==> config.mk <==
export PLATFORM = sky130hd
export DESIGN_NAME = niosii_system_sysid_checker_timeout
export DESIGN_NICKNAME = d
export VERILOG_FILES = /design/src/rtl/niosii_system_sysid_checker_timeout.sv
export SDC_FILE = /design/constraint.sdc
export NUM_CORES = 1
export LEC_CHECK = 0
export BUFFER_PORTS_ARGS = -buffer_cell sky130_fd_sc_hd__buf_2
export CORE_AREA = 2 2 82 45
export DETAILED_ROUTE_END_ITERATION = 8
export DIE_AREA = 0 0 84 47
export GPL_TIMING_DRIVEN = 0
export PLACE_DENSITY_LB_ADDON = 0.12
export SLEW_MARGIN = 15
export SYNTH_ARGS = -nofsm -noshare
export SYNTH_HDL_FRONTEND = slang
export SYNTH_SLANG_ARGS = --single-unit
==> constraint.sdc <==
create_clock -name clock -period 2.59 [get_ports clock]
set_clock_uncertainty 0.2 [all_clocks]
set_input_delay 0.259 -clock clock [delete_from_list [all_inputs] [get_ports clock]]
set_output_delay 0.259 -clock clock [all_outputs]
set_load 0.005 [all_outputs]
==> src/rtl/niosii_system_sysid_checker_timeout.sv <==
// Loadable 16-bit up/down counter with clear, enable and a terminal-count compare.
module niosii_system_sysid_checker_timeout (
   input  logic        clock,
   input  logic        reset_n,
   input  logic        clr,
   input  logic        load,
   input  logic [15:0] load_value,
   input  logic        en,
   input  logic        down,
   input  logic [15:0] tc_value,
   output logic        tc
);
   logic [15:0] count_q, count_d;

   always_comb begin
      count_d = count_q;
      if (clr) begin
         count_d = '0;
      end else if (load) begin
         count_d = load_value;
      end else if (en) begin
         count_d = down ? (count_q - 16'd1) : (count_q + 16'd1);
      end
   end

   always_ff @(posedge clock) begin
      if (!reset_n) begin
         count_q <= '0;
      end else begin
         count_q <= count_d;
      end
   end

   assign tc = (count_q == tc_value);

endmodule

==> impl_metrics.json <==
{
  "status": "finished clean",
  "root_buffer": "clkbuf_8",
  "first_iter_violations": 83,
  "track_usage": 0.2512,
  "num_vias": 1662,
  "viasPerCell": 5.711,
  "yosysWarnings": 0,
  "ir_drop_mv": 0.2841,
  "synth_edf_count": 0,
  "antenna_cells": 0,
  "cp_slowest_cell": "fa_1",
  "worst_setup_path_start_kind": "flip-flop",
  "io_pins": 39,
  "p_leak_nw": 0.8037,
  "cp-end-kind": "flip-flop",
  "grt_pass1_wl_um": 7472,
  "max_freq_mhz": 411.1,
  "period_share": 0.9393,
  "clkLatencyLatePin_ns": 0.25,
  "crit_arrival_ns": 2.36,
  "largest_reg_flops": 16,
  "syn_inst": 208,
  "place.gp.congestion": 0.8921,
  "critPathRequiredTime_ns": 2.52,
  "synthDistinctLibCells": 43,
  "grt_pass1_vias": 1426,
  "portBuffers": 37,
  "antenna_found_initial": 0,
  "slew_headroom": 0.6412,
  "first_pass_iters": 4,
  "finalNonFillerCells": 291,
  "drive_gt1_frac": 0.2048,
  "synth_area_um2": 1673,
  "synth_area_leaders": "dfxtp_1 19%, xnor2_1 14%, ha_1 10%",
  "nets": 303,
  "drv_slew": 0,
  "clockBufferDepth": 2,
  "ys_seq_elements": 16,
  "syn-num-nets": 261,
  "crit_start": "count_q[0]$_SDFFE_PP0P_",
  "rsz0062_at_grt": "no",
  "path_clk_slew_ns": 0.07,
  "r2r_start": "count_q[0]$_SDFFE_PP0P_",
  "cts-resized-gates": 0,
  "ant_nets": 0,
  "drcViolationCount": 0,
  "ys.flop_type": "dfxtp_1",
  "path_cells": "fa_1 > a211oi_2 > o21a_1 > o21ai_2 > a221oi_2 > xor2_1 > o22ai_1",
  "largest-register": "count_q",
  "reg.largest.list": "count_q: 16 flops",
  "setup.worst_path.class": "flip-flop to flip-flop",
  "synth_seq_area_share": 0.1915,
  "finalHoldViolCount": 0,
  "cts_tree": "built",
  "min_period_ns": 2.433,
  "start_util": 0.5152,
  "die_w_um": 84,
  "cts_hold_buf": 0,
  "grt_max_degree": 17,
  "async_flop_share": 0,
  "wl_um": 4665,
  "yosysTopAreaCell": "dfxtp_1",
  "path_max_fanout": 5,
  "core_um2": 3247,
  "dp_hpwl_um": 3713,
  "netlist.area_leader.share": 0.1915,
  "min_from": "load_value[1]",
  "syn_area_per_cell_um2": 8.043,
  "worst_slew_pin_slew_ns": 0.5382,
  "power.density_nw_per_um2": 402.4,
  "die_height_um": 47,
  "rows": 15,
  "synth_commonest_cells": "26 x xnor2_1, 21 x a21oi_1, 16 x dfxtp_1, 14 x ha_1",
  "finalSetupTns_ns": 0,
  "maxCapViolations": 0,
  "dieArea_um2": 3948,
  "overflow": 0,
  "dp.cells": 287,
  "area.growth.synth_to_final_pct": 17.50,
  "setup_viol": 0,
  "synth.most_common_cell": "xnor2_1",
  "cts_setup_buffers": 0,
  "wl_per_cell_um": 16.03,
  "max_stage_delay_ns": 0.50,
  "numCtsBuffers": 3,
  "hp-class": "input port to flip-flop",
  "htreeDepth": 1,
  "cts_sinks": 16
}
path summary, 6_finish.rpt:
check	end	slack, ns	cells past startpoint
worst min-delay path	count_q[1]$_SDFFE_PP0P_	0.04	3
worst max-delay path	count_q[12]$_SDFFE_PP0P_	0.16	7
worst max register to register	count_q[12]$_SDFFE_PP0P_	0.16	7
worst min register to register	count_q[2]$_SDFFE_PP0P_	0.53	4
worst max-delay path: cells and delay by family (launching register included):
| family | cells | cell delay (ns) |
|---|---|---|
| XOR/XNOR | 1 | 0.26 |
| AO/OA/AOI/OAI | 5 | 0.95 |
| adder cells (fa/ha/maj) | 1 | 0.50 |
| flip-flops | 1 | 0.40 |
stage by stage:
step	hold WS [ns]	setup WS, ns	instance area (µm²)	util	power (W)
3_3_place_gp	0.2984	0.009509	1911	0.5884	0.0005572
2_1_floorplan	0.2017	0.4691	1673	-	0.0004748
6_report	0.03623	0.1572	1966	0.6054	0.0007909
3_5_place_dp	0.2947	0.01320	1911	0.5884	0.0005597
4_1_cts	0.03458	0.1378	1966	0.6054	0.0007862
5_1_grt	0.05686	0.01741	1966	0.6054	0.0008343
cell families (layout without fill, tap and decap cells):
| kind of cell | after synthesis | after routing | share of synthesized area |
|---|---|---|---|
| compound gates | 69 | 69 | 0.2857 |
| xor+xnor | 29 | 29 | 0.1518 |
| fa+ha+maj | 15 | 15 | 0.1167 |
| buf+inv | 18 | 59 | 0.04188 |
| flops | 16 | 16 | 0.1915 |
| mux | 3 | 3 | 0.01795 |
| simple gates | 58 | 58 | 0.1945 |
layer usage:
| layer | part of all wire | routed length [µm] | GRT usage | vias to the layer above |
|---|---|---|---|---|
| met5 | 0 | 0 | 0 | - |
| met4 | 0.0043 | 20 | 0.03226 | 0 |
| met3 | 0.091 | 424 | 0.05624 | 2 |
| met2 | 0.35 | 1656 | 0.3264 | 62 |
| met1 | 0.55 | 2564 | 0.4135 | 756 |
| li1 | - | - | - | 842 |
area by class of cell:
class,instances,area (µm²)
Tap cell,42,52.55
Multi-Input combinational cell,174,1282
Fill cell,318,1281
Timing Repair Buffer,37,185.2
Inverter,3,11.26
Sequential cell,16,320.3
Clock buffer,4,55.05
Buffer,15,58.81
power breakdown:
group	internal, W	switching (W)
logic	0.000127	0.000156
registers	0.000259	0.0000169
clock network	0.000135	0.0000971
total	0.000521	0.000270
placed cells by master, fill, tap and decap left out, drive strengths merged:
master / count
buf: 40
xnor2: 26
a21oi: 22
dfxtp: 16
clkbuf: 16
ha: 14
nor2: 12
o21ai: 11
nor2b: 10
a211oi: 10
nand2: 8
nor3b: 7
o21bai: 7
nand4: 6
a21o: 5
nor3: 5
o22ai: 4
mux2i: 3
o21a: 3
inv: 3
xor2: 3
nand3: 2
nor4: 2
a221oi: 2
nand2b: 1
or3b: 1
and3: 1
a31oi: 1
o2bb2ai: 1
o32ai: 1
o41ai: 1
or2: 1
nand3b: 1
o31ai: 1
and4: 1
fa: 1
No activity file was read; power rests on OpenSTA's default activity.
